**config.mk**
```make
export PLATFORM = sky130hd
export DESIGN_NAME = reorder_buffer
export DESIGN_NICKNAME = d
export VERILOG_FILES = /design/src/rtl/reorder_buffer.sv
export SDC_FILE = /design/constraint.sdc
export NUM_CORES = 2
export LEC_CHECK = 0
export ABC_CLOCK_PERIOD_IN_PS = 16400
export CAP_MARGIN = 25
export CORE_ASPECT_RATIO = 1.1
export CORE_MARGIN = 2
export CORE_UTILIZATION = 45
export CTS_CLUSTER_DIAMETER = 80
export CTS_CLUSTER_SIZE = 20
export DETAILED_ROUTE_END_ITERATION = 12
export GPL_ROUTABILITY_DRIVEN = 0
export PLACE_DENSITY = 0.64
export SLEW_MARGIN = 5
export SYNTH_ARGS = -nofsm -noshare
export SYNTH_HDL_FRONTEND = slang
export SYNTH_SLANG_ARGS = --single-unit
```
**constraint.sdc**
```tcl
create_clock -name clk -period 16.4 [get_ports clk]
set_clock_uncertainty 0.1 [all_clocks]
set_input_delay 3.28 -clock clk [delete_from_list [all_inputs] [get_ports clk]]
set_output_delay 3.28 -clock clk [all_outputs]
set_load 0.01 [all_outputs]
```
**src/rtl/reorder_buffer.sv**
```systemverilog
// Circular in-order retirement buffer. Hands out ROB labels (index+1, 0 = no
// producer) at issue, captures RS/LSB CDB results, answers operand-label
// queries with same-cycle CDB bypass, retires one entry per cycle and raises a
// one-cycle flush when a retiring branch resolved to a different next PC.
module reorder_buffer #(
  parameter int ROB_SIZE     = 8,
  parameter int ROB_ID_WIDTH = 3,
  parameter int VAL_WIDTH    = 32,
  parameter int ADDR_WIDTH   = 32
) (
  input  logic                    clk,
  input  logic                    rst_in,
  input  logic                    rdy_in,
  // issue side
  input  logic                    dec2rob_en,
  input  logic [4:0]              dec_rd,
  input  logic                    dec_is_br,
  input  logic [ADDR_WIDTH-1:0]   dec_pred_pc,
  output logic                    isFull,
  output logic [ROB_ID_WIDTH:0]   newTag,
  // operand queries
  input  logic [ROB_ID_WIDTH:0]   label1,
  input  logic [ROB_ID_WIDTH:0]   label2,
  output logic                    ready1,
  output logic                    ready2,
  output logic [VAL_WIDTH-1:0]    res1,
  output logic [VAL_WIDTH-1:0]    res2,
  // result buses
  input  logic                    rs_cdb_en,
  input  logic [ROB_ID_WIDTH:0]   rs_cdb2lab,
  input  logic [VAL_WIDTH-1:0]    rs_cdb2val,
  input  logic [ADDR_WIDTH-1:0]   rs_cdb2pc,
  input  logic                    lsb_cdb_en,
  input  logic [ROB_ID_WIDTH:0]   lsb_cdb2lab,
  input  logic [VAL_WIDTH-1:0]    lsb_cdb2val,
  // retirement
  output logic                    commit_en,
  output logic [ROB_ID_WIDTH:0]   commit_lab,
  output logic [VAL_WIDTH-1:0]    commit_val,
  output logic [4:0]              commit_rd,
  output logic                    flush,
  output logic [ADDR_WIDTH-1:0]   flush_pc
);
  localparam int LW = ROB_ID_WIDTH + 1;

  // per-entry state
  logic [ROB_SIZE-1:0]                 busy_q, ready_q, is_br_q;
  logic [ROB_SIZE-1:0][4:0]            rd_q;
  logic [ROB_SIZE-1:0][ADDR_WIDTH-1:0] pred_pc_q, real_pc_q;
  logic [ROB_SIZE-1:0][VAL_WIDTH-1:0]  val_q;

  // pointers
  logic [ROB_ID_WIDTH-1:0] head_q, tail_q;
  logic [LW-1:0]           count_q;

  // registered retirement outputs
  logic                  commit_en_q, flush_q;
  logic [LW-1:0]         commit_lab_q;
  logic [VAL_WIDTH-1:0]  commit_val_q;
  logic [4:0]            commit_rd_q;
  logic [ADDR_WIDTH-1:0] flush_pc_q;

  logic alloc, do_commit, mispred;
  logic rs_hit, lsb_hit;
  logic [ROB_ID_WIDTH-1:0] rs_idx, lsb_idx;

  function automatic logic [ROB_ID_WIDTH-1:0] lab2idx(input logic [LW-1:0] lab);
    return ROB_ID_WIDTH'(lab - LW'(1));
  endfunction

  assign isFull = (count_q == LW'(ROB_SIZE));
  assign newTag = LW'(tail_q) + LW'(1);

  // Allocation is blocked while full even if the head retires this cycle;
  // a pending flush blocks retirement so nothing behind the branch leaves.
  assign alloc     = dec2rob_en && !isFull;
  assign do_commit = (count_q != '0) && ready_q[head_q] && !flush_q;
  assign mispred   = is_br_q[head_q] && (real_pc_q[head_q] != pred_pc_q[head_q]);

  assign rs_idx  = lab2idx(rs_cdb2lab);
  assign lsb_idx = lab2idx(lsb_cdb2lab);
  assign rs_hit  = rs_cdb_en  && (rs_cdb2lab  != '0) && busy_q[rs_idx];
  assign lsb_hit = lsb_cdb_en && (lsb_cdb2lab != '0) && busy_q[lsb_idx];

  // Operand query: stored result first, then same-cycle CDB bypass (RS wins).
  logic [1:0][LW-1:0]        q_lab;
  logic [1:0]                q_rdy;
  logic [1:0][VAL_WIDTH-1:0] q_res;
  assign q_lab = {label2, label1};

  always_comb begin
    q_rdy = '0;
    q_res = '0;
    for (int q = 0; q < 2; q++) begin
      if (q_lab[q] == '0) begin
        q_rdy[q] = 1'b1;
      end else if (ready_q[lab2idx(q_lab[q])]) begin
        q_rdy[q] = 1'b1;
        q_res[q] = val_q[lab2idx(q_lab[q])];
      end else if (rs_cdb_en && rs_cdb2lab == q_lab[q]) begin
        q_rdy[q] = 1'b1;
        q_res[q] = rs_cdb2val;
      end else if (lsb_cdb_en && lsb_cdb2lab == q_lab[q]) begin
        q_rdy[q] = 1'b1;
        q_res[q] = lsb_cdb2val;
      end
    end
  end

  assign ready1 = q_rdy[0];
  assign ready2 = q_rdy[1];
  assign res1   = q_res[0];
  assign res2   = q_res[1];

  // Buffer state: clear on reset/flush, otherwise retire, write back, allocate.
  always_ff @(posedge clk) begin
    if (rst_in) begin
      busy_q       <= '0;
      ready_q      <= '0;
      head_q       <= '0;
      tail_q       <= '0;
      count_q      <= '0;
      commit_en_q  <= 1'b0;
      commit_lab_q <= '0;
      commit_val_q <= '0;
      commit_rd_q  <= '0;
      flush_q      <= 1'b0;
      flush_pc_q   <= '0;
    end else if (rdy_in) begin
      if (flush_q) begin
        busy_q       <= '0;
        ready_q      <= '0;
        head_q       <= '0;
        tail_q       <= '0;
        count_q      <= '0;
        commit_en_q  <= 1'b0;
        commit_lab_q <= '0;
        commit_val_q <= '0;
        commit_rd_q  <= '0;
        flush_q      <= 1'b0;
        flush_pc_q   <= '0;
      end else begin
        commit_en_q <= do_commit;
        flush_q     <= do_commit && mispred;
        if (do_commit) begin
          commit_lab_q   <= LW'(head_q) + LW'(1);
          commit_val_q   <= val_q[head_q];
          commit_rd_q    <= rd_q[head_q];
          busy_q[head_q] <= 1'b0;
          head_q         <= head_q + ROB_ID_WIDTH'(1);
          if (mispred) flush_pc_q <= real_pc_q[head_q];
        end
        // LSB first so the RS bus wins a same-label collision
        if (lsb_hit) begin
          ready_q[lsb_idx] <= 1'b1;
          val_q[lsb_idx]   <= lsb_cdb2val;
        end
        if (rs_hit) begin
          ready_q[rs_idx]   <= 1'b1;
          val_q[rs_idx]     <= rs_cdb2val;
          real_pc_q[rs_idx] <= rs_cdb2pc;
        end
        // tail slot is never busy here, so it cannot collide with writeback
        if (alloc) begin
          busy_q[tail_q]    <= 1'b1;
          ready_q[tail_q]   <= 1'b0;
          rd_q[tail_q]      <= dec_rd;
          is_br_q[tail_q]   <= dec_is_br;
          pred_pc_q[tail_q] <= dec_pred_pc;
          tail_q            <= tail_q + ROB_ID_WIDTH'(1);
        end
        case ({alloc, do_commit})
          2'b10:   count_q <= count_q + LW'(1);
          2'b01:   count_q <= count_q - LW'(1);
          default: count_q <= count_q;
        endcase
      end
    end
  end

  assign commit_en  = commit_en_q;
  assign commit_lab = commit_lab_q;
  assign commit_val = commit_val_q;
  assign commit_rd  = commit_rd_q;
  assign flush      = flush_q;
  assign flush_pc   = flush_pc_q;

endmodule

```
==> impl_metrics.ini <==
[run_status]
status = completed

[hold_path]
hold_path_startpoint = flush_pc[29]
hp-class = flop to flop
hold_path_end = flush_pc[29]
number_of_cells_traversed_by_the_worst_hold_path = 1

[route]
detailedRoute.firstIterationViolations = 3618
vias = 30439
postRouteAntennaNets = 0
drt-wirelength-per-cell_um = 30.69
via_per_inst = 6.452
routed_wirelength_um = 144800
remaining_drc_errors = 0
first_pass_iters = 6

[worst_setup_path]
crit_required_ns = 13.02
critPathLaunchType = input port
worst-endpoint-arrival_ns = 7.53
regToRegEndpoint = count_q[3]
worst_r2r_path_depth = 13
setup.worst_path.class = input port to output pin
worst-path-max-fanout = 51
r2r_start = commit_lab[2]
max_stage_delay_ns = 0.68
flop2flop_setup_slack_ns = 11.32
worst_path_max_delay_cell = sky130_fd_sc_hd__ha_4
worst_setup_path_end_kind = output pin
crit_path_cell_trace = buf_4, inv_1, ha_4, mux4_2, mux2i_4, buf_4, a211oi_1, a211oi_1, clkdlybuf4s50_1

[clock_network]
post-cts-setup-buffers = 0
cts.repair.resized = 0
clk_pin_slew_worst_paths_ns = 0.08
hold_buffers = 0
numCtsBuffers = 56
clockBufferDepth = 3
clkSinkCount = 914
clock_insertion_delay_worst_skew_ns = 0.70
ctsHtreeMaxLevel = 2
tritoncts = built
clock-root-buffer = sky130_fd_sc_hd__clkbuf_16

[global_route]
grt_pass1_wl_um = 209700
grtUsageTotal_pct = 27.64
grt_overflow = 0
antenna_violations_before_repair = 22
maximum_number_of_pins_on_one_net_before_global_route_repair = 136
first_global_vias = 29968

[floorplan]
io-pin-count = 302
fp.dieArea_sq_mm = 0.1033
core_area_sq_mm = 0.1003
floorplan.rows = 122
die-width_um = 306.6
initial_core_util_pct = 45.19
chipHeight_um = 336.9

[yosys]
yosysTopAreaCellShare_pct = 54.06
yosys-top-cells-area = sky130_fd_sc_hd__edfxtp_1 54%, sky130_fd_sc_hd__mux4_2 13%, sky130_fd_sc_hd__mux2i_1 6.8%, sky130_fd_sc_hd__dfxtp_1 4.3%, sky130_fd_sc_hd__o21ai_0 3.2%
synth_warnings = 0
synthesis.instances = 3269
ys_dominant_reg_cell = sky130_fd_sc_hd__edfxtp_1
mappedNetlistArea_sq_mm = 0.04532
post_synth_num_cell_types = 55
synth-edff-count = 816
postSynthNetCount = 3434
synth-seq-cells = 914
syn-mean-instance-area_sq_um = 13.87
post-synth-top-area-cell = sky130_fd_sc_hd__edfxtp_1
ys_async_sr_fraction_pct = 0
seq_area_frac_synth_pct = 58.39

[final_layout]
area_delta_synth_final_pct = 13.23
seqCellArea_sq_mm = 0.02647
multi_input_area_sq_mm = 0.01773
share_of_cells_above_drive_strength_1_pct = 13.90
num-nets-final = 3529
fillers = 8434

[sta]
post-route-min-period_ns = 10.91
slew_viol_final = 0
final.hold.worst_slack_ns = 0.3699
max-slew-margin-rel_pct = 30.79
setup_repair_after_global_routing_missed_its_margin = false
timing_worst_slew_pin_value_ns = 1.038
total_neg_setup_slack_ns = 0
final.period_utilization_pct = 66.53
clock.fmax_ghz = 0.09165
finalHoldViolCount = 0
report.final.setup_viol = 0

[pwr]
power.static_leakage_nw = 14.97
internal-power_mw = 3.416
power.switching_mw = 1.053
sw_frac_of_total_pct = 23.57
power.share.clock_pct = 34.3
power.combinational.fraction_pct = 7.7
irDropWorstVdd_uv = 94.95
power.density_cell_area_mw_per_mm2 = 87.08
seq_power_share_pct = 58.0

[flow_run]
max-cap-violations = 0

[placement]
dp_hpwl_um = 82630
port-buffer-count = 301
[state kept, by name, summed over array words and instances, names as in the netlist, 2 cells and up]
name,count
head_q,2
ready_q,8
is_br_q,8
val_q,256
pred_pc_q,256
busy_q,8
commit_val,32
commit_rd,5
tail_q,3
commit_lab,2
count_q,4
flush_pc,32
rd_q,40
real_pc_q,256
[through the flow]
stage | worst slack (ns) | instance area, sq um | power (mW) | util [%] | cells
floorplan | 3.050 | 45320 | 2.835 | - | 3269
global route | 5.321 | 51320 | 4.588 | 51.17 | 4717
global placement | 5.403 | 49440 | 2.979 | 49.30 | 4604
finish | 5.489 | 51320 | 4.469 | 51.17 | 4718
detailed placement | 5.529 | 49510 | 2.982 | 49.37 | 4608
CTS | 5.531 | 51310 | 4.485 | 51.16 | 4713
[layout by cell type (no fill, tap or decap), types with 37 or more instances in the layout]
cell / synthesis / layout
sky130_fd_sc_hd__edfxtp_1: 816 / 816
sky130_fd_sc_hd__mux2i_1: 306 / 304
sky130_fd_sc_hd__clkdlybuf4s50_1: 0 / 298
sky130_fd_sc_hd__nand2_1: 291 / 290
sky130_fd_sc_hd__o21ai_0: 290 / 290
sky130_fd_sc_hd__mux4_2: 255 / 255
sky130_fd_sc_hd__a22oi_1: 145 / 145
sky130_fd_sc_hd__a211oi_1: 129 / 129
sky130_fd_sc_hd__dfxtp_1: 98 / 95
sky130_fd_sc_hd__a21oi_1: 77 / 77
sky130_fd_sc_hd__nor2_1: 88 / 73
sky130_fd_sc_hd__buf_4: 11 / 71
sky130_fd_sc_hd__nor2b_1: 69 / 68
sky130_fd_sc_hd__clkbuf_16: 0 / 58
sky130_fd_sc_hd__xor2_1: 48 / 46
sky130_fd_sc_hd__a31oi_1: 40 / 40
sky130_fd_sc_hd__xnor2_1: 40 / 40
sky130_fd_sc_hd__a221oi_1: 37 / 37
[final cells by class]
type,count,share of cell area [%]
diodes,5,0.02438
clock buffers,86,3.033
clock inverters,19,0.4705
inverters,16,0.1316
multi-input cells,2003,34.55
flip-flops and latches,914,51.58
well taps,1302,3.174
repair buffers,373,7.036
[kinds of logic after synthesis]
| family | after synthesis | synth area share (%) |
|---|---|---|
| fa+ha+maj | 9 | 0.2650 |
| flops | 914 | 58.39 |
| mux | 567 | 19.58 |
| compound gates | 804 | 11.51 |
| xor+xnor | 88 | 1.700 |
| simple gates | 535 | 5.273 |
| buf+inv | 352 | 3.280 |
[worst max-delay path by stage]
stage | startpoint | endpoint | slack, ns | depth (start not counted)
after CTS | label1[0] | res1[3] | 5.53 | 9
after floorplan | rst_in | is_br_q[1] | 3.05 | 6
after global placement | label2[0] | res2[3] | 5.40 | 9
after global routing | label1[0] | res1[2] | 5.32 | 9
final | label1[0] | res1[3] | 5.49 | 9
after detailed placement | label1[0] | res1[3] | 5.53 | 9
[worst max-delay path, delay by kind of cell]
kind	cells	cell delay (ns)
buffers and inverters	4	2.00
multiplexers	2	1.09
AO/OA/AOI/OAI	2	0.37
adder cells (fa/ha/maj)	1	0.68
[power groups by stage]
stage / Sequential (mW) / Clock [mW] / Combinational, mW
after floorplan: 2.64 / 0 / 0.194
after global placement: 2.64 / 0 / 0.335
after detailed placement: 2.64 / 0 / 0.338
after CTS: 2.59 / 1.56 / 0.338
after global routing: 2.60 / 1.63 / 0.361
final: 2.59 / 1.53 / 0.342
[cell usage after synthesis, drive strengths merged (2+ instances only)]
| master | n |
|---|---|
| edfxtp | 816 |
| mux2i | 306 |
| o21ai | 292 |
| nand2 | 291 |
| mux4 | 255 |
| clkbuf | 217 |
| a22oi | 145 |
| a211oi | 129 |
| buf | 119 |
| dfxtp | 98 |
| nor2 | 88 |
| a21oi | 77 |
| nor2b | 69 |
| xor2 | 48 |
| a31oi | 41 |
| xnor2 | 40 |
| a221oi | 37 |
| a22o | 32 |
| o2bb2ai | 32 |
| nor3 | 20 |
| inv | 16 |
| nor4 | 12 |
| nand2b | 10 |
| nor3b | 10 |
| ha | 8 |
| nand3 | 8 |
| nand4 | 8 |
| o21bai | 7 |
| and2 | 6 |
| and3 | 6 |
| mux2 | 6 |
| a21o | 2 |
| a32oi | 2 |
| o31ai | 2 |
| or2 | 2 |
[routing by layer]
layer | GRT usage [%] | up-vias | routed length [um]
met5 | 0 | - | 175
li1 | - | 13045 | -
met2 | 45.99 | 1674 | 69740
met3 | 5.582 | 331 | 13480
met1 | 36.09 | 15361 | 56300
met4 | 9.929 | 28 | 5090
(Power assumes the default switching activity.)
